<file path="config.mk">
export PLATFORM = sky130hd
export DESIGN_NAME = reset_sequencer
export DESIGN_NICKNAME = d
export VERILOG_FILES = /design/src/rtl/reset_sequencer_pkg.sv /design/src/rtl/reset_sequencer_button_debouncer.sv /design/src/rtl/reset_sequencer.sv
export SDC_FILE = /design/constraint.sdc
export NUM_CORES = 1
export LEC_CHECK = 0
export CAP_MARGIN = 10
export CORE_MARGIN = 4
export CORE_UTILIZATION = 30
export CTS_CLUSTER_DIAMETER = 50
export DETAILED_ROUTE_END_ITERATION = 8
export PLACE_DENSITY = 0.43
export SETUP_SLACK_MARGIN = 0.15
export SLEW_MARGIN = 25
export SYNTH_ARGS = -nofsm -noshare
export SYNTH_HDL_FRONTEND = slang
export SYNTH_SLANG_ARGS = --single-unit
</file>
<file path="constraint.sdc">
create_clock -name i_clk -period 2.4 [get_ports i_clk]
set_clock_uncertainty 0.2 [all_clocks]
set_input_delay 0.6 -clock i_clk [delete_from_list [all_inputs] [get_ports i_clk]]
set_output_delay 0.6 -clock i_clk [all_outputs]
set_load 0.03 [all_outputs]
</file>
<file path="src/rtl/reset_sequencer_pkg.sv">
// Shared state and cause encodings for the board reset scheduler, plus
// default timing parameters and a counter-width helper.
package reset_sequencer_pkg;

  typedef enum logic [1:0] {
    ST_ASSERT  = 2'd0,
    ST_STAGGER = 2'd1,
    ST_RUN     = 2'd2
  } state_t;

  localparam logic [1:0] CAUSE_POR    = 2'd0;
  localparam logic [1:0] CAUSE_BUTTON = 2'd1;
  localparam logic [1:0] CAUSE_SW     = 2'd2;

  localparam int DEF_HOLD_CYCLES     = 16;
  localparam int DEF_STAGGER_CYCLES  = 8;
  localparam int DEF_DEBOUNCE_CYCLES = 1_000_000;

  // Width able to hold 0..n-1, never narrower than one bit.
  function automatic int cnt_w(input int n);
    return (n <= 2) ? 1 : $clog2(n);
  endfunction

endpackage

</file>
<file path="src/rtl/reset_sequencer_button_debouncer.sv">
// Front-panel button conditioning: two-flop synchroniser followed by a
// stability counter that accepts a level only after a run of equal samples.
module button_debouncer
  import reset_sequencer_pkg::*;
#(
  parameter int DEBOUNCE_CYCLES = DEF_DEBOUNCE_CYCLES
) (
  input  logic i_clk,
  input  logic i_reset,
  input  logic i_raw_n,
  output logic o_pressed,
  output logic o_press_event
);

  localparam int CW = cnt_w(DEBOUNCE_CYCLES);
  localparam logic [CW-1:0] LAST = CW'(DEBOUNCE_CYCLES - 1);

  logic          sync1_n;
  logic          sync2_n;
  logic          level_n;
  logic [CW-1:0] stable_cnt;
  logic          settle;

  // The sample that completes the run flips the level on this same edge.
  assign settle = (sync2_n != level_n) && (stable_cnt == LAST);

  always_ff @(posedge i_clk or posedge i_reset) begin
    if (i_reset) begin
      sync1_n    <= 1'b1;
      sync2_n    <= 1'b1;
      level_n    <= 1'b1;
      stable_cnt <= '0;
    end else begin
      sync1_n <= i_raw_n;
      sync2_n <= sync1_n;
      if (sync2_n == level_n) begin
        stable_cnt <= '0;
      end else if (settle) begin
        level_n    <= sync2_n;
        stable_cnt <= '0;
      end else begin
        stable_cnt <= stable_cnt + 1'b1;
      end
    end
  end

  assign o_pressed     = ~level_n;
  assign o_press_event = settle & level_n;

endmodule

</file>
<file path="src/rtl/reset_sequencer.sv">
// Board reset scheduler: merges POR, front-panel button and software reset
// into a staged release, peripherals first and the Z80 /RESET later.
module reset_sequencer
  import reset_sequencer_pkg::*;
#(
  parameter int HOLD_CYCLES     = DEF_HOLD_CYCLES,
  parameter int STAGGER_CYCLES  = DEF_STAGGER_CYCLES,
  parameter int DEBOUNCE_CYCLES = DEF_DEBOUNCE_CYCLES
) (
  input  logic       i_clk,
  input  logic       i_reset,
  input  logic       i_button_n,
  input  logic       i_sw_reset_req,
  output logic       o_periph_reset_n,
  output logic       o_cpu_reset_n,
  output logic       o_busy,
  output logic [1:0] o_cause
);

  localparam int MAXC = (HOLD_CYCLES > STAGGER_CYCLES) ? HOLD_CYCLES : STAGGER_CYCLES;
  localparam int CW   = cnt_w(MAXC);
  localparam logic [CW-1:0] HOLD_LAST    = CW'(HOLD_CYCLES - 1);
  localparam logic [CW-1:0] STAGGER_LAST = CW'(STAGGER_CYCLES - 1);

  state_t        state;
  state_t        state_next;
  logic [CW-1:0] count;
  logic [CW-1:0] count_next;
  logic [1:0]    cause_next;
  logic          pressed;
  logic          press_event;
  logic          trig_button;
  logic          trigger;

  button_debouncer #(
    .DEBOUNCE_CYCLES(DEBOUNCE_CYCLES)
  ) u_button (
    .i_clk        (i_clk),
    .i_reset      (i_reset),
    .i_raw_n      (i_button_n),
    .o_pressed    (pressed),
    .o_press_event(press_event)
  );

  assign trig_button = pressed | press_event;
  assign trigger     = trig_button | i_sw_reset_req;

  always_comb begin
    state_next = state;
    count_next = count;
    cause_next = o_cause;
    if (trigger) begin
      state_next = ST_ASSERT;
      count_next = '0;
      cause_next = trig_button ? CAUSE_BUTTON : CAUSE_SW;
    end else begin
      case (state)
        ST_ASSERT: begin
          if (count == HOLD_LAST) begin
            state_next = ST_STAGGER;
            count_next = '0;
          end else begin
            count_next = count + 1'b1;
          end
        end
        ST_STAGGER: begin
          if (count == STAGGER_LAST) begin
            state_next = ST_RUN;
            count_next = '0;
          end else begin
            count_next = count + 1'b1;
          end
        end
        ST_RUN: count_next = '0;
        default: begin
          state_next = ST_ASSERT;
          count_next = '0;
        end
      endcase
    end
  end

  // Outputs are registered decodes of the next state so they track the state flop exactly.
  always_ff @(posedge i_clk or posedge i_reset) begin
    if (i_reset) begin
      state            <= ST_ASSERT;
      count            <= '0;
      o_cause          <= CAUSE_POR;
      o_periph_reset_n <= 1'b0;
      o_cpu_reset_n    <= 1'b0;
      o_busy           <= 1'b1;
    end else begin
      state            <= state_next;
      count            <= count_next;
      o_cause          <= cause_next;
      o_periph_reset_n <= (state_next != ST_ASSERT);
      o_cpu_reset_n    <= (state_next == ST_RUN);
      o_busy           <= (state_next != ST_RUN);
    end
  end

endmodule

</file>
==> results.sh, run 1 <==
export IMPL_status="finished, final reports clean"
export IMPL_grt_pass1_wl_um=5270
export IMPL_synth_fa_ha_area_frac=0.0156
export IMPL_vias=1212
export IMPL_hold_buffers=0
export IMPL_clkTransAtPathRegs_ns=0.08
export IMPL_ys_types=33
export IMPL_yosys_warnings=0
export IMPL_placed_area_um2=1770
export IMPL_yosys_top_cells_count="dfrtp_1, nor2_1, xnor2_1"
export IMPL_synth_top_family_by_area="simple AND/OR/NAND/NOR gates"
export IMPL_layoutNonFillerInstCount=242
export IMPL_grt_ovfl_total=0
export IMPL_root_buffer="clkbuf_8"
export IMPL_yosys_area_share_xor_xnor=0.0766
export IMPL_dpl_cell_count=232
export IMPL_cts_tree="yes"
export IMPL_yosys_area_top_type="dfrtp_1"
export IMPL_synth_flop_cell="dfrtp_1"
export IMPL_crit_end="u_button.stable_cnt[18]"
export IMPL_initial_utilization=0.312
export IMPL_async_flop_share=1.00
export IMPL_chipWidth_um=81.1
export IMPL_p_seq_frac=0.466
export IMPL_p_leak_nw=0.745
export IMPL_crit_chain="ha_4 > nand2_2 > or4_4 > or4_1 > a21oi_1"
export IMPL_fp_row_count=26
export IMPL_clock_sinks=34
export IMPL_final_min_clock_period_ns=2.12
export IMPL_power_density_nw_per_um2=645
export IMPL_reg2regPathDepth=5
export IMPL_worstHoldPathType="register to register"
export IMPL_dieArea_um2=6570
export IMPL_io_pins=9
export IMPL_cap_violations=0
export IMPL_diodes=0
export IMPL_clock_path_buffers=2
export IMPL_required_ns=2.42
export IMPL_start_kind="register"
export IMPL_p_int_mw=1.01
export IMPL_fin_nets=177
export IMPL_ant_nets=0
export IMPL_critical_path_class="register to register"
export IMPL_grt_max_degree=35
export IMPL_cts_buffers=5
export IMPL_layout_area_overhead_vs_synth_pct=22.0
export IMPL_drc=0
export IMPL_synthTopCellsByArea="dfrtp_1, dfstp_2, xnor2_1"
export IMPL_yosys_area_share_simple=0.237
export IMPL_wl_per_cell_um=12.9
export IMPL_drt_wl_total_um=3120
export IMPL_p_sw_mw=0.249
export IMPL_pwr_share_comb=0.032
export IMPL_hold_viol=0
export IMPL_min_period_over_period=0.883
export IMPL_sw_frac_of_total=0.198
export IMPL_netlist_instances=156
export IMPL_vias_per_cell=5.01
export IMPL_gp_congestion=0.816
export IMPL_syn_area_um2=1600
export IMPL_antenna_found_initial=0
export IMPL_die_y_um=81.1
export IMPL_cp_slowest_cell="or4_4"
export IMPL_setup_tns_ns=0
export IMPL_arrival_ns=2.13
export IMPL_worst_pin_slew_ns=0.426
export IMPL_finalSetupViolCount=0
export IMPL_grtUsageTotal=0.106
export IMPL_fillers=562
export IMPL_io_buffers=8
export IMPL_cp_slowest_stage_delay_ns=0.56
export IMPL_synth_edf_count=0
export IMPL_drive_above_1_share=0.151
export IMPL_synth_nets=162
export IMPL_grt_pass1_vias=1137
export IMPL_slew_viol_final=0
export IMPL_clk_latency_ns=0.29
export IMPL_drt_pass1_iter_count=4
export IMPL_relSlewSlack=0.716
export IMPL_cp_max_fo=6
export IMPL_synth_mux_area_frac=0.00703
export IMPL_peakVddDrop_mv=0.311
export IMPL_yosys_area_top_type_share=0.469
export IMPL_core_area_um2=5140
export IMPL_synth_compound_area_share=0.0930
export IMPL_ys_ff_latch=34
export IMPL_r2r_start="u_button.stable_cnt[0]"
export IMPL_drt_iter0_drc=42
export IMPL_r2r_slack_ns=0.28
export IMPL_seq_area_frac_synth=0.534
export IMPL_power_mw=1.26
export IMPL_worstSetupEndpointType="register"
export IMPL_crit_path_start="u_button.stable_cnt[0]"
export IMPL_avgSynthCellArea_um2=10.3
export IMPL_clkPwrFrac=0.502
export IMPL_max_freq_mhz=472
export IMPL_r2r_end="u_button.stable_cnt[18]"
export IMPL_hpwl_um=2120
export IMPL_finalInstanceArea_um2=1950
export IMPL_grt_setup_unrepaired="false"
export IMPL_htreeDepth=2
export IMPL_post_synth_top_count_cell="dfrtp_1"
## kinds of logic (layout without fill, tap and decap cells)
| group | after synthesis | after routing |
|---|---|---|
| adder cells (fa/ha/maj) | 2 | 2 |
| AO/OA/AOI/OAI | 24 | 24 |
| multiplexers | 1 | 1 |
| XOR/XNOR | 14 | 14 |
| AND/OR/NAND/NOR | 67 | 67 |
| flip-flops | 34 | 34 |
| buffers and inverters | 14 | 30 |
## routing by layer
layer,global-route usage,share of wire
met4,0.0405,0.019
met3,0.0366,0.056
met1,0.135,0.46
met2,0.165,0.46
met5,0,0
## worst min path at each step
stage                                start                to  slack [ns]  cells past startpoint
after floorplan           u_button.sync1_n  u_button.sync2_n        0.15                      0
after global placement    u_button.sync1_n  u_button.sync2_n        0.15                      0
after detailed placement  u_button.sync1_n  u_button.sync2_n        0.15                      0
after CTS                 u_button.sync1_n  u_button.sync2_n        0.16                      0
after global routing      u_button.sync1_n  u_button.sync2_n        0.17                      0
final                     u_button.sync1_n  u_button.sync2_n        0.16                      0
## registers in the layout (all words and copies together), names as in the netlist
register,cells
u_button.stable_cnt,20
count,4
o_cause,2
state,2
o_busy,1
o_cpu_reset_n,1
o_periph_reset_n,1
u_button.level_n,1
u_button.sync1_n,1
u_button.sync2_n,1
## timing repair
item | 4_1_cts | 5_1_grt
hold endpoints to repair | 0 | 0
gates resized for setup | 1 | 8
gates cloned | 0 | 1
setup endpoints to repair | 6 | 31
buffers inserted | 0 | 1
## power groups by stage
stage,sequential (mW),clock [mW],combinational (mW)
4_1_cts,0.585,0.653,0.0373
6_report,0.587,0.633,0.0398
5_1_grt,0.587,0.683,0.0472
3_3_place_gp,0.596,0,0.0366
3_5_place_dp,0.596,0,0.0371
2_1_floorplan,0.595,0,0.0236
## final cells by class
type | count | area (um2) | area share
tap | 70 | 87.6 | 0.0448
clock inverter | 3 | 68.8 | 0.0352
inverter | 9 | 33.8 | 0.0173
timing repair buffer | 13 | 114 | 0.0583
multi-input combinational | 108 | 724 | 0.371
clock buffer | 5 | 68.8 | 0.0352
sequential | 34 | 856 | 0.438
## placed cells by master, fill, tap and decap left out, types with 2 or more instances in the layout
cell type,synthesis,final
dfrtp_1,30,30
nor2_1,17,17
xnor2_1,11,11
inv_1,9,9
a21oi_1,8,8
nand2_1,8,7
clkdlybuf4s50_1,0,7
nand3_1,6,6
nor4_1,6,6
nor3_1,6,6
o21ai_0,6,5
or3_1,5,5
clkbuf_8,0,5
dfstp_2,4,4
buf_4,0,4
or4_4,1,3
o31ai_1,4,3
or4_1,5,3
xor2_1,3,3
nand3b_1,2,2
nor4b_1,2,2
nand4_1,2,2
and3_1,2,2
nor3b_1,2,2
a21o_1,2,2
bufinv_16,0,2
## worst max-delay path, delay by kind of cell (launching register included)
kind	cells	cell delay [ns]
DFF	1	0.40
and+or+nand+nor	3	1.13
adders and majority gates	1	0.17
AOI/OAI and AO/OA	1	0.15
## per-stage QoR
stage | utilization | worst slack, ns | hold WS [ns]
after global placement | 0.344 | 0.224 | 0.147
final | 0.380 | 0.281 | 0.161
after CTS | 0.370 | 0.140 | 0.163
after detailed placement | 0.344 | 0.165 | 0.150
after floorplan | - | 0.264 | 0.145
after global routing | 0.380 | 0.153 | 0.166
(Power assumes the default switching activity.)
==> inputs of run 2 (changes only) <==
- CTS_BUF_LIST: default -> sky130_fd_sc_hd__clkbuf_2 sky130_fd_sc_hd__clkbuf_4 sky130_fd_sc_hd__clkbuf_8
- clock period: 2.4 -> 2.5 ns (I/O delays scaled with it)
==> run 2 against run 1 <==
Global-route usage about the same. Worst hold slack got worse by 0.0011 ns. Cell count decreased by 0.41%. Sequential share of layout area increased by 0.86 points. Die area unchanged. Critical path type is now register to output pin. Critical endpoint is now o_busy. Largest cell class unchanged. Largest power group unchanged. Highest routed layer unchanged.
==> results.sh, run 2 (synthesized netlist as in run 1, its figures left out) <==
export IMPL_root_buffer="clkbuf_8"
export IMPL_setup_tns_ns=0
export IMPL_fin_nets=176
export IMPL_worstHoldPathType="register to register"
export IMPL_r2r_end="state[0]"
export IMPL_grt_pass1_wl_um=5290
export IMPL_cp_max_fo=1
export IMPL_io_pins=9
export IMPL_clock_path_buffers=2
export IMPL_start_kind="register"
export IMPL_chipWidth_um=81.1
export IMPL_hold_path_depth=0
export IMPL_p_leak_nw=0.738
export IMPL_grt_pass1_vias=1123
export IMPL_vias=1168
export IMPL_cp_slowest_stage_delay_ns=0.65
export IMPL_die_y_um=81.1
export IMPL_drt_wl_total_um=3040
export IMPL_required_ns=1.67
export IMPL_reg2regPathDepth=6
export IMPL_final_common_cell="dfrtp_1"
export IMPL_drc=0
export IMPL_vias_per_cell=4.85
export IMPL_clk_latency_ns=0.29
export IMPL_hold_viol=0
export IMPL_final_min_clock_period_ns=2.28
export IMPL_slew_viol_final=0
export IMPL_peakVddDrop_mv=0.298
export IMPL_clkTransAtPathRegs_ns=0.08
export IMPL_grt_setup_unrepaired="false"
export IMPL_ant_nets=0
export IMPL_diodes=0
export IMPL_relSlewSlack=0.704
export IMPL_grtUsageMet1=0.135
export IMPL_min_to="u_button.sync2_n"
export IMPL_grtUsageMet3=0.0366
export IMPL_r2r_start="u_button.stable_cnt[1]"
export IMPL_fp_row_count=26
export IMPL_fillers=561
export IMPL_worst_pin_slew_ns=0.440
export IMPL_critical_path_class="register to output pin"
export IMPL_critPathTopFamily="buffers and inverters"
export IMPL_grt_max_degree=35
export IMPL_drive_above_1_share=0.123
export IMPL_finalSetupViolCount=0
export IMPL_top_register="u_button.stable_cnt"
export IMPL_grtUsageMet2=0.166
export IMPL_worstSetupEndpointType="output pin"
export IMPL_dieArea_um2=6570
export IMPL_largest_register_ffs=20
export IMPL_power_mw=1.20
export IMPL_initial_utilization=0.312
export IMPL_grt_ovfl_total=0
export IMPL_max_freq_mhz=439
export IMPL_htreeDepth=2
export IMPL_status="finished, final reports clean"
export IMPL_path_buf_inv=1
export IMPL_cts_buffers=5
export IMPL_arrival_ns=1.45
export IMPL_power_density_nw_per_um2=628
export IMPL_final_cell_mix="dfrtp_1, nor2_1, xnor2_1, inv_1"
export IMPL_grtUsageTotal=0.106
export IMPL_antenna_found_initial=0
export IMPL_cts_tree="yes"
export IMPL_drt_pass1_iter_count=4
export IMPL_cp_slowest_cell="clkdlybuf4s50_1"
export IMPL_min_delay_start="u_button.sync1_n"
export IMPL_placed_area_um2=1770
export IMPL_drt_iter0_drc=52
export IMPL_clock_sinks=34
export IMPL_io_buffers=8
export IMPL_finalInstanceArea_um2=1920
export IMPL_wl_per_cell_um=12.6
export IMPL_layout_area_overhead_vs_synth_pct=19.6
export IMPL_crit_chain="clkdlybuf4s50_1"
export IMPL_min_period_over_period=0.910
export IMPL_core_area_um2=5140
export IMPL_hpwl_um=2120
export IMPL_reg_top3="u_button.stable_cnt (20), count (4)"
export IMPL_gp_congestion=0.816
export IMPL_r2r_slack_ns=0.32
export IMPL_cap_violations=0
export IMPL_top_usage_layer="met2"
run 2: worst max path at each step:
stage                                       from                      end  slack (ns)  depth (start not counted)
after CTS                                 o_busy                   o_busy        0.21                          1
after detailed placement  u_button.stable_cnt[0]                 count[2]        0.27                          6
final                                     o_busy                   o_busy        0.22                          1
after floorplan           u_button.stable_cnt[0]                 count[0]        0.36                          6
after global placement    u_button.stable_cnt[0]  u_button.stable_cnt[18]        0.32                          5
after global routing      u_button.stable_cnt[0]         o_periph_reset_n        0.18                          6
run 2: through the flow:
step / cells / util / setup WS [ns] / hold WS, ns
floorplan: 156 / - / 0.364 / 0.145
global placement: 232 / 0.344 / 0.324 / 0.147
detailed placement: 232 / 0.344 / 0.266 / 0.150
CTS: 240 / 0.371 / 0.209 / 0.163
global route: 241 / 0.373 / 0.183 / 0.166
finish: 241 / 0.373 / 0.224 / 0.160
run 2: repair_timing:
item / CTS / global route
endpoints found under the setup margin: 0 / 12
setup buffers: 0 / 1
hold buffers: 0 / 0
gates resized for setup: 0 / 1
run 2: layout make-up:
class,count,area [um2],share of cell area
clock inverter,3,68.8,0.0359
timing repair buffer,12,110,0.0575
tap,70,87.6,0.0457
clock buffer,5,68.8,0.0359
inverter,9,33.8,0.0176
sequential,34,856,0.447
multi-input combinational,108,691,0.361
run 2: per-layer routing:
layer	vias up	wire [um]
li1	582	-
met3	4	120
met4	0	34
met5	-	0
met1	566	1430
met2	16	1450
run 2: where the power goes:
group,switching (mW),internal (mW),total (mW)
combinational,0.0238,0.0127,0.0365
sequential,0.00496,0.557,0.562
clock,0.205,0.399,0.605
==> inputs of run 3 (changes only) <==
- PLACE_DENSITY: 0.43 -> 0.53
- SKIP_LAST_GASP: default -> 1
==> run 3 against run 2 <==
Via count up 1.3%. Sequential power about the same. Cell area decreased by 0.78%. Sequential share of layout area up 0.35 points. Global-route usage is 0.45 points lower. Clock power decreased by 32%. Clock-buffer cell count up 2. First-iteration DRC count shrank 23%. Cell count unchanged. Non-clock buffer count unchanged.
==> results.sh, run 3 (synthesized netlist as in run 1, its figures left out) <==
export IMPL_core_area_um2=5140
export IMPL_layoutNonFillerInstCount=241
export IMPL_finalSetupViolCount=0
export IMPL_slew_viol_final=0
export IMPL_fillers=526
export IMPL_status="finished, final reports clean"
export IMPL_clock_sinks=34
export IMPL_diodes=0
export IMPL_cts_tree="yes"
export IMPL_wl_per_cell_um=12.3
export IMPL_layout_setup_ws_ns=0.228
export IMPL_die_y_um=81.1
export IMPL_final_common_cell="dfrtp_1"
export IMPL_gp_congestion=0.810
export IMPL_clock_path_buffers=2
export IMPL_io_buffers=8
export IMPL_grt_setup_unrepaired="false"
export IMPL_worst_pin_slew_ns=0.436
export IMPL_dieArea_um2=6570
export IMPL_drt_iter0_drc=40
export IMPL_htreeDepth=2
export IMPL_root_buffer="clkbuf_8"
export IMPL_io_pins=9
export IMPL_placed_area_um2=1780
export IMPL_cp_slowest_stage_delay_ns=0.66
export IMPL_grtUsageTotal=0.102
export IMPL_crit_chain="clkdlybuf4s50_1"
export IMPL_required_ns=1.67
export IMPL_top_register="u_button.stable_cnt"
export IMPL_path_buf_inv=1
export IMPL_max_freq_mhz=440
export IMPL_drt_pass1_iter_count=4
export IMPL_cp_max_fo=1
export IMPL_final_cell_mix="dfrtp_1, nor2_1, xnor2_1, inv_1"
export IMPL_antenna_found_initial=0
export IMPL_path_depth=1
export IMPL_largest_register_ffs=20
export IMPL_final_min_clock_period_ns=2.27
export IMPL_grt_pass1_vias=1116
export IMPL_fin_nets=176
export IMPL_place_ws_ns=0.241
export IMPL_setup_tns_ns=0
export IMPL_power_density_nw_per_um2=533
export IMPL_arrival_ns=1.45
export IMPL_vias=1183
export IMPL_reg_top3="u_button.stable_cnt (20), count (4)"
export IMPL_hold_path_depth=0
export IMPL_fp_row_count=26
export IMPL_worstSetupEndpointType="output pin"
export IMPL_finalCoreUtilization=0.370
export IMPL_drive_above_1_share=0.135
export IMPL_r2r_slack_ns=0.28
export IMPL_start_kind="register"
export IMPL_drc=0
export IMPL_vias_per_cell=4.91
export IMPL_cts_buffers=5
export IMPL_chipWidth_um=81.1
export IMPL_clk_latency_ns=0.28
export IMPL_hold_buffers=0
export IMPL_relSlewSlack=0.709
export IMPL_critical_path_class="register to output pin"
export IMPL_min_period_over_period=0.909
export IMPL_hpwl_um=2110
export IMPL_cp_slowest_cell="clkdlybuf4s50_1"
export IMPL_reg2regPathDepth=5
export IMPL_clkTransAtPathRegs_ns=0.06
export IMPL_p_leak_nw=0.726
export IMPL_critPathTopFamily="buffers and inverters"
export IMPL_ant_nets=0
export IMPL_dpl_cell_count=232
export IMPL_worstHoldPathType="register to register"
export IMPL_layout_area_overhead_vs_synth_pct=18.7
export IMPL_grt_ovfl_total=0
export IMPL_cap_violations=0
export IMPL_finalInstanceArea_um2=1900
export IMPL_peakVddDrop_mv=0.166
export IMPL_grt_max_degree=25
export IMPL_hold_viol=0
export IMPL_grt_pass1_wl_um=5080
export IMPL_initial_utilization=0.312
export IMPL_drt_wl_total_um=2960
==> run 3: worst paths after layout <==
check	from	endpoint
hold reg to reg	u_button.sync1_n	u_button.sync2_n
setup / recovery	o_busy	o_busy
hold / removal	u_button.sync1_n	u_button.sync2_n
max in group asynchronous	i_reset	u_button.level_n
min in group asynchronous	i_reset	u_button.stable_cnt[7]
setup reg to reg	u_button.stable_cnt[0]	u_button.stable_cnt[18]
==> run 3: power by group <==
part	switching, mW	internal (mW)	leakage (nW)	total (mW)
clock	0.179	0.233	0.0517	0.412
combinational	0.0235	0.0136	0.221	0.0371
sequential	0.00589	0.557	0.453	0.563
total	0.209	0.804	0.726	1.01
==> run 3: repair_timing <==
action	CTS	global route
resized for setup	0	5
buffers inserted	0	0
endpoints found under the setup margin	0	11
==> run 3: layer usage <==
metal | up-vias | part of all wire | global-route usage | routed length (um)
met2 | 28 | 0.47 | 0.164 | 1390
met1 | 569 | 0.47 | 0.122 | 1380
li1 | 581 | - | - | -
met5 | - | 0 | 0 | 0
met3 | 5 | 0.055 | 0.0410 | 163
met4 | 0 | 0.0091 | 0.0355 | 27
==> run 3: metrics by stage <==
| step | power [mW] | hold WS, ns |
|---|---|---|
| after global placement | 0.609 | 0.146 |
| final | 1.01 | 0.158 |
| after CTS | 1.03 | 0.160 |
| after detailed placement | 0.611 | 0.150 |
| after floorplan | 0.594 | 0.145 |
| after global routing | 1.06 | 0.164 |
==> run 3: area by class of cell <==
cell class / instances / area, um2 / area share
Clock buffer: 7 / 90.1 / 0.0474
Clock inverter: 1 / 5.00 / 0.00263
Inverter: 9 / 33.8 / 0.0178
Sequential cell: 34 / 856 / 0.450
Tap cell: 70 / 87.6 / 0.0461
Timing Repair Buffer: 12 / 120 / 0.0632
Multi-Input combinational cell: 108 / 708 / 0.373
